[config.mk]
export PLATFORM = sky130hd
export DESIGN_NAME = prog_loader
export DESIGN_NICKNAME = d
export VERILOG_FILES = /design/src/rtl/prog_loader.sv
export SDC_FILE = /design/constraint.sdc
export NUM_CORES = 1
export LEC_CHECK = 0
export CAP_MARGIN = 20
export CELL_PAD_IN_SITES_DETAIL_PLACEMENT = 0
export CELL_PAD_IN_SITES_GLOBAL_PLACEMENT = 2
export CORE_MARGIN = 2
export CORE_UTILIZATION = 37
export DETAILED_ROUTE_END_ITERATION = 12
export GPL_ROUTABILITY_DRIVEN = 0
export PLACE_DENSITY_LB_ADDON = 0.3
export SLEW_MARGIN = 20
export SYNTH_ARGS = -nofsm -noshare
export SYNTH_HDL_FRONTEND = slang
export SYNTH_SLANG_ARGS = --single-unit
[constraint.sdc]
create_clock -name clk -period 5.25 [get_ports clk]
set_input_delay 1.05 -clock clk [delete_from_list [all_inputs] [get_ports clk]]
set_output_delay 1.05 -clock clk [all_outputs]
set_load 0.05 [all_outputs]
[src/rtl/prog_loader.sv]
// Boot-time program loader: takes a length-prefixed byte stream from the UART
// receiver, assembles little-endian 32-bit words, writes them into instruction
// memory, acknowledges the host, and then releases the core from reset.
//
// Handshakes: rx_valid is a one-cycle strobe with no back-pressure, so a byte
// is consumed on every cycle that rx_valid is high. tx_valid is held high with
// tx_data stable until the cycle tx_valid && tx_ready is seen. That cycle
// completes the transfer, and tx_valid drops on the following cycle.
module prog_loader #(
  parameter int          IMEM_DEPTH = 32,
  parameter int          ADDR_W     = 5,
  parameter logic [7:0]  ACK_BYTE   = 8'hAA,
  parameter logic [7:0]  ERR_BYTE   = 8'hEE
) (
  input  logic              clk,
  input  logic              rstn,
  input  logic [7:0]        rx_data,
  input  logic              rx_valid,
  output logic [7:0]        tx_data,
  output logic              tx_valid,
  input  logic              tx_ready,
  output logic              imem_we,
  output logic [ADDR_W-1:0] imem_addr,
  output logic [31:0]       imem_wdata,
  output logic              core_rstn,
  output logic              busy,
  output logic              err,
  output logic [2:0]        state_dbg
);

  typedef enum logic [2:0] {
    S_IDLE = 3'd0,
    S_LOAD = 3'd1,
    S_ACK  = 3'd2,
    S_RUN  = 3'd3,
    S_ERR  = 3'd4
  } state_t;

  state_t state, state_n;

  // The word counters are one bit wider than the address so that a full
  // memory load (N = IMEM_DEPTH) can be represented.
  logic [ADDR_W:0]   n_words, n_words_n;
  logic [ADDR_W:0]   word_idx, word_idx_n;
  logic [ADDR_W:0]   idx_inc;
  logic [1:0]        byte_cnt, byte_cnt_n;
  logic [31:0]       word_buf, word_buf_n;
  logic [31:0]       word_next;

  logic [7:0]        tx_data_n;
  logic              tx_valid_n;
  logic              imem_we_n;
  logic [ADDR_W-1:0] imem_addr_n;
  logic [31:0]       imem_wdata_n;
  logic              core_rstn_n;
  logic              busy_n;
  logic              err_n;

  logic              handshake;
  logic              hdr_ok;

  assign state_dbg = state;
  assign handshake = tx_valid && tx_ready;
  assign hdr_ok    = (rx_data != 8'd0) && (32'(rx_data) <= IMEM_DEPTH);
  assign idx_inc   = word_idx + {{ADDR_W{1'b0}}, 1'b1};
  // Incoming bytes enter at the top, so after four bytes the first one has
  // moved down to bits [7:0], which gives the little-endian ordering.
  assign word_next = {rx_data, word_buf[31:8]};

  // State and all registered outputs update together; reset is asynchronous.
  always_ff @(posedge clk or negedge rstn) begin
    if (!rstn) begin
      state      <= S_IDLE;
      n_words    <= '0;
      word_idx   <= '0;
      byte_cnt   <= '0;
      word_buf   <= '0;
      tx_data    <= '0;
      tx_valid   <= 1'b0;
      imem_we    <= 1'b0;
      imem_addr  <= '0;
      imem_wdata <= '0;
      core_rstn  <= 1'b0;
      busy       <= 1'b0;
      err        <= 1'b0;
    end else begin
      state      <= state_n;
      n_words    <= n_words_n;
      word_idx   <= word_idx_n;
      byte_cnt   <= byte_cnt_n;
      word_buf   <= word_buf_n;
      tx_data    <= tx_data_n;
      tx_valid   <= tx_valid_n;
      imem_we    <= imem_we_n;
      imem_addr  <= imem_addr_n;
      imem_wdata <= imem_wdata_n;
      core_rstn  <= core_rstn_n;
      busy       <= busy_n;
      err        <= err_n;
    end
  end

  // Next-state and next-output logic. Everything holds by default, and the write strobe is a single-cycle pulse.
  always_comb begin
    state_n      = state;
    n_words_n    = n_words;
    word_idx_n   = word_idx;
    byte_cnt_n   = byte_cnt;
    word_buf_n   = word_buf;
    tx_data_n    = tx_data;
    tx_valid_n   = tx_valid;
    imem_we_n    = 1'b0;
    imem_addr_n  = imem_addr;
    imem_wdata_n = imem_wdata;
    core_rstn_n  = core_rstn;
    busy_n       = busy;
    err_n        = err;

    case (state)
      S_IDLE: begin
        if (rx_valid) begin
          busy_n = 1'b1;
          if (hdr_ok) begin
            n_words_n  = rx_data[ADDR_W:0];
            word_idx_n = '0;
            byte_cnt_n = '0;
            state_n    = S_LOAD;
          end else begin
            err_n      = 1'b1;
            tx_valid_n = 1'b1;
            tx_data_n  = ERR_BYTE;
            state_n    = S_ERR;
          end
        end
      end

      S_LOAD: begin
        if (rx_valid) begin
          word_buf_n = word_next;
          byte_cnt_n = byte_cnt + 2'd1;
          if (byte_cnt == 2'd3) begin
            imem_we_n    = 1'b1;
            imem_addr_n  = word_idx[ADDR_W-1:0];
            imem_wdata_n = word_next;
            word_idx_n   = idx_inc;
            if (idx_inc == n_words) begin
              state_n = S_ACK;
            end
          end
        end
      end

      // The first ACK cycle carries the final write. tx_valid is raised one cycle later.
      S_ACK: begin
        tx_data_n = ACK_BYTE;
        if (handshake) begin
          tx_valid_n  = 1'b0;
          busy_n      = 1'b0;
          core_rstn_n = 1'b1;
          state_n     = S_RUN;
        end else begin
          tx_valid_n = 1'b1;
        end
      end

      S_RUN: begin
        state_n = S_RUN;
      end

      S_ERR: begin
        if (handshake) begin
          tx_valid_n = 1'b0;
          busy_n     = 1'b0;
        end
      end

      default: begin
        state_n = S_IDLE;
      end
    endcase
  end

endmodule

==> out/qor.yml, run 1 <==
holdCritPathClass: "flip-flop to flip-flop"
cts_made_buffers: 9
synth_top_area_frac: 0.589
synthArstFlopShare: 1.00
vias_per_cell: 4.81
cp.arrival_ns: 3.88
period_share: 0.689
end_kind: "flip-flop"
crit_path_max_fanout: 43
chipWidth_um: 103
skew_ns: 0.00907
ys_top_cells_by_area: "dfrtp_1 (59%), mux2_2 (12%), nand2_1 (8.5%)"
grt_use_total: 0.152
dr_total_vias: 2422
fin_area_um2: 4570
yosys.area.top_type: "dfrtp_1"
placed_area_um2: 4310
worst-setup-path-type: "input port to flip-flop"
h-tree-depth: 3
powerDensity_nw_per_um2: 299
postCtsSetupBuffers: 0
layout_commonest_cell: "dfrtp_1"
drtIter0Drc: 142
grt_pass1_wl_mm: 12.3
cts.repair.resized: 0
p_sw_frac: 0.222
worst_hold_slack_ns: 0.476
pwr-share-clk: 0.441
required_ns: 5.52
seq_area_um2: 2130
timing.final.ws_setup_ns: 1.63
max_freq_mhz: 277
setup_viol_count_final: 0
min_period_ns: 3.62
drive_gt1_frac: 0.189
hold_buffers: 0
io_pins: 65
ir_drop_mv: 0.158
slew_headroom: 0.424
start_kind: "input port"
drc: 0
clk_pin_slew_ns: 0.08
core_area_um2: 9640
synth-seq-area-share: 0.589
drv_cap: 0
synth_edf_count: 0
pre_cts_ws_ns: 1.19
synth_cells: 312
final_core_util: 0.474
setup-tns-final_ns: 0
num_rows: 36
cts-root-buf: "clkbuf_8"
antenna_found_initial: 0
rsz0062_at_grt: "false"
final-hold-violation-count: 0
io_buffers: 62
slew_viol_final: 0
antennaDiodeCount: 0
layout_common_cells: "dfrtp_1 (85), nand2_1 (82), clkdlybuf4s50_1 (61), mux2_2 (37), nor2_1 (10)"
wirelength_mm: 7.32
die_area_um2: 10600
p_leak_nw: 2.21
insertion_delay_ns: 0.35
rrSetupSlack_ns: 2.43
syn_avg_cell_area_um2: 11.6
floorplan.initialDensity: 0.375
cts_buffer_depth: 2
syn-cell-area_um2: 3610
comb_power_share: 0.065
ant_nets: 0
first_pass_iters: 4
overflow: 0
p_sw_w: 0.000303
nets: 380
dp_hpwl_mm: 4.80
dieHeight_um: 103
synth-seq-cells: 85
p_seq_frac: 0.495
status: "finished clean"
cts_sinks: 85
wire_per_inst_um: 14.5
ys.flop_type: "dfrtp_1"
cts_tree: "yes"
grt_pass1_vias: 2347
yosys_warnings: 0
p_int_w: 0.00106
worst_pin_slew_ns: 0.861
grt_max_degree: 86
syn_to_final_growth_pct: 26.6
nFillCells: 897
yosysUniqueCellTypes: 46
multi_input_area_um2: 1370
cells in the mapped netlist (all sizes together), types with 2 or more instances:
master and instances:
xor2 4, a31oi 2, or3 2, o21ai 7, mux2 43, ha 2, buf 15, nor2 11
a22o 2, xnor2 4, dfrtp 85, nand2b 2, nand4 3, clkbuf 6, a21oi 8, nand2 83
inv 6, nand3 6, mux2i 3
worst max-delay path: stages:
cell and delay [ns]:
clkdlybuf4s50_1 0.66, nor4bb_4 0.35, buf_4 0.37, nand2_2 0.57, inv_2 0.60, nand4_1 0.15
o211ai_1 0.12
per-layer routing:
layer	routed length, um	global-route usage	share of wire	up-vias
met5	0	0	0	-
met4	117	0.0547	0.016	0
met3	239	0.0332	0.033	8
met2	3220	0.213	0.44	50
met1	3740	0.233	0.51	1207
li1	-	-	-	1157
final timing paths:
| path | from | endpoint | cells past startpoint |
|---|---|---|---|
| worst max-delay path | rx_valid | word_idx[3]$_DFFE_PN0P_ | 7 |
| worst min-delay path | word_buf[9]$_DFFE_PN0P_ | imem_wdata[1]$_DFFE_PN0P_ | 2 |
| worst max register to register | state_dbg[1]$_DFFE_PN0P_ | word_idx[3]$_DFFE_PN0P_ | 6 |
| worst min register to register | word_buf[9]$_DFFE_PN0P_ | imem_wdata[1]$_DFFE_PN0P_ | 2 |
| max in group asynchronous | rstn | imem_wdata[1]$_DFFE_PN0P_ | 1 |
| min in group asynchronous | rstn | imem_addr[0]$_DFFE_PN0P_ | 1 |
cells by family (layout without fill, tap and decap cells):
family,Yosys count,count (layout),share of synthesized area
other cells,1,2,0.00104
compound gates,31,31,0.0593
simple gates,112,112,0.138
buf+inv,27,85,0.0378
flops,85,85,0.589
mux,46,46,0.149
xor+xnor,8,8,0.0194
fa+ha+maj,2,2,0.00693
metrics by stage:
| stage | power [W] | cells |
|---|---|---|
| after floorplan | 0.000738 | 313 |
| after global placement | 0.000777 | 488 |
| after detailed placement | 0.000779 | 488 |
| after CTS | 0.00139 | 504 |
| after global routing | 0.00142 | 504 |
| final | 0.00137 | 504 |
sequential cells by signal (all words and copies together), names as in the netlist, 2 cells and up:
signal / count
tx_data: 2
n_words: 6
imem_addr: 5
byte_cnt: 2
imem_wdata: 32
state_dbg: 3
word_idx: 6
word_buf: 24
power groups by stage:
| stage | combinational (W) | sequential [W] | clock (W) |
|---|---|---|---|
| after global placement | 0.0000887 | 0.000688 | 0 |
| after detailed placement | 0.0000899 | 0.000689 | 0 |
| after CTS | 0.0000899 | 0.000676 | 0.000620 |
| after global routing | 0.0000962 | 0.000677 | 0.000651 |
| final | 0.0000882 | 0.000676 | 0.000601 |
| after floorplan | 0.0000355 | 0.000702 | 0 |
cell type report:
cell class	instances	share of cell area
well taps	133	0.0364
clock inverters	6	0.0293
repair buffers	63	0.138
clock buffers	10	0.0279
multi-input cells	201	0.299
inverters	6	0.00492
flip-flops and latches	85	0.465
No activity file was read; power rests on OpenSTA's default activity.
==> run 2, diff against run 1 <==
Settings changed: CORE_UTILIZATION 37 to 31.
Clock period 5.25 ns to 3.32 ns, I/O delays scaled along.
==> run 2 against run 1 <==
Net effect: cell count up 1.8%; sequential power rose by 58%; power is 65% higher; count of clock-buffer cells in the layout unchanged; global-route usage decreased by 2.0 points; via count grew 0.95%; first-iteration DRC count is 17% lower; critical endpoint is now state_dbg[1]; largest cell class unchanged.
==> out/qor.yml, run 2 (synthesis results as in run 1) <==
status: "finished clean"
slew_viol_final: 0  # unchanged
grt_use_total: 0.132  # -0.0201
grt_max_degree: 86  # unchanged
drive_gt1_frac: 0.186  # -0.00219
overflow: 0  # unchanged
io_pins: 65  # unchanged
min_period_ns: 2.52
wirelength_mm: 7.77  # +6.1%
cpLargestDelayFamily: "buffers and inverters"
antenna_found_initial: 0  # unchanged
layout_common_cells: "dfrtp_1 (85), nand2_1 (82), clkdlybuf4s50_1 (61), mux2_2 (37), nor2_1 (10)"
dieHeight_um: 112  # +8.9%
num_rows: 39  # +8.3%
seq_area_um2: 2130  # unchanged
wire_per_inst_um: 15.1  # +4.3%
cts_buffer_depth: 2  # unchanged
vias_per_cell: 4.77  # -0.82%
nFillCells: 1109  # +24%
ant_nets: 0  # unchanged
reg2reg_depth: 4  # -2
cts_tree: "yes"
setup_viol_count_final: 0  # unchanged
p_sw_w: 0.000492  # +63%
crit_path_end: "state_dbg[1]"
p_seq_frac: 0.476  # -0.019
drv_cap: 0  # unchanged
max_freq_mhz: 397
setup-tns-final_ns: 0  # unchanged
crit_path_max_fanout: 14  # -67%
floorplan.initialDensity: 0.318  # -0.0570
io_buffers: 62  # unchanged
cts_made_buffers: 9  # unchanged
crit_cells: 1  # -6
cts.repair.resized: 0  # unchanged
start_kind: "flip-flop"
cts_sinks: 85  # unchanged
drc: 0  # unchanged
dr_total_vias: 2445  # +0.95%
h-tree-depth: 3  # unchanged
largest_reg_flops: 32  # unchanged
drtIter0Drc: 118  # -17%
cp.arrival_ns: 1.86  # -2.02 ns
end_kind: "output port"
die_area_um2: 12500  # +19%
top_regs: "imem_wdata x32, word_buf x24"
grt_pass1_vias: 2442  # +4.0%
critPathSlowestCell: "clkdlybuf4s50_1"
chipWidth_um: 112  # +8.9%
grt_pass1_wl_mm: 12.9  # +5.3%
multi_input_area_um2: 1370  # unchanged
antennaDiodeCount: 0  # unchanged
timing.final.ws_setup_ns: 0.799  # -0.835 ns
required_ns: 2.66  # -2.86 ns
core_area_um2: 11400  # +18%
crit_start: "state_dbg[1]$_DFFE_PN0P_"
p_int_w: 0.00175  # +65%
insertion_delay_ns: 0.33  # -0.02 ns
worst-setup-path-type: "flip-flop to output port"
nets: 381  # +0.26%
critPathBufInv: 1  # -2
rsz0062_at_grt: "false"
holdCritPathClass: "input port to async pin"
rrSetupSlack_ns: 1.19  # -1.24 ns
skew_ns: 0.00573  # -0.00333 ns
r2r_end: "n_words[0]$_DFFE_PN0P_"
powerDensity_nw_per_um2: 485  # +62%
period_share: 0.759
layout_commonest_cell: "dfrtp_1"
dp_hpwl_mm: 5.01  # +4.3%
syn_to_final_growth_pct: 28.4
p_leak_nw: 2.22  # +0.63%
slowest_delay_ns: 0.89  # +0.23 ns
final-hold-violation-count: 0  # unchanged
comb_power_share: 0.062  # -0.003
clk_pin_slew_ns: 0.06  # -0.02 ns
crit_chain: "clkdlybuf4s50_1"
r2r-start: "state_dbg[1]$_DFFE_PN0P_"
worst_pin_slew_ns: 0.785  # -0.0763 ns
ir_drop_mv: 0.189  # +20%
p_sw_frac: 0.219  # -0.00275
largest_register: "imem_wdata"
pwr-share-clk: 0.461  # +0.020
pre_cts_ws_ns: 0.560  # -0.630 ns
hold_buffers: 0  # unchanged
cts-root-buf: "clkbuf_16"
slew_headroom: 0.477  # +0.0529
first_pass_iters: 4  # unchanged
postCtsSetupBuffers: 0  # unchanged
[run 2: cell count changes in the layout (fill, tap and decap cells not counted)]
| cell | delta |
|---|---|
| clkbuf_8 | -9 |
| buf_4 | +1 |
| inv_6 | -1 |
| clkinvlp_4 | +2 |
| bufinv_16 | -2 |
| clkinv_2 | -1 |
| clkbuf_16 | +9 |
[run 2: cell type report]
type,instances,share of cell area
clock buffer,10,0.0494
clock inverter,4,0.0162
multi-input combinational,201,0.295
sequential,85,0.459
timing repair buffer,64,0.137
inverter,6,0.00486
tap,143,0.0386
[run 2: layer usage]
layer / routed length (um) / GRT usage
met3: 369 / 0.0348
met5: 0 / 0
met4: 124 / 0.0519
met1: 3800 / 0.184
met2: 3480 / 0.198
[run 2: how the worst min path moves through the flow]
stage                                            to  cells after the start
after floorplan                    busy$_DFFE_PN0P_                      0
after global placement    imem_wdata[4]$_DFFE_PN0P_                      2
after detailed placement  imem_wdata[2]$_DFFE_PN0P_                      2
after CTS                 imem_wdata[6]$_DFFE_PN0P_                      2
after global routing       imem_addr[4]$_DFFE_PN0P_                      1
final                       byte_cnt[0]$_DFFE_PN0P_                      1
[run 2: power groups by stage]
stage | clock [W] | combinational (W) | sequential, W
after global routing | 0.00112 | 0.000151 | 0.00107
after detailed placement | 0 | 0.000142 | 0.00109
after global placement | 0 | 0.000141 | 0.00109
final | 0.00104 | 0.000139 | 0.00107
after CTS | 0.00108 | 0.000142 | 0.00107
after floorplan | 0 | 0.0000561 | 0.00111
[run 2: metrics by stage]
step | util | power, W | area [um^2] | instances | hold slack (ns)
global placement | 0.381 | 0.00123 | 4330 | 499 | 0.451
detailed placement | 0.381 | 0.00123 | 4330 | 499 | 0.452
CTS | 0.407 | 0.00229 | 4630 | 513 | 0.465
global route | 0.408 | 0.00234 | 4640 | 513 | 0.465
floorplan | - | 0.00117 | 3610 | 313 | 0.368
finish | 0.408 | 0.00225 | 4640 | 513 | 0.378
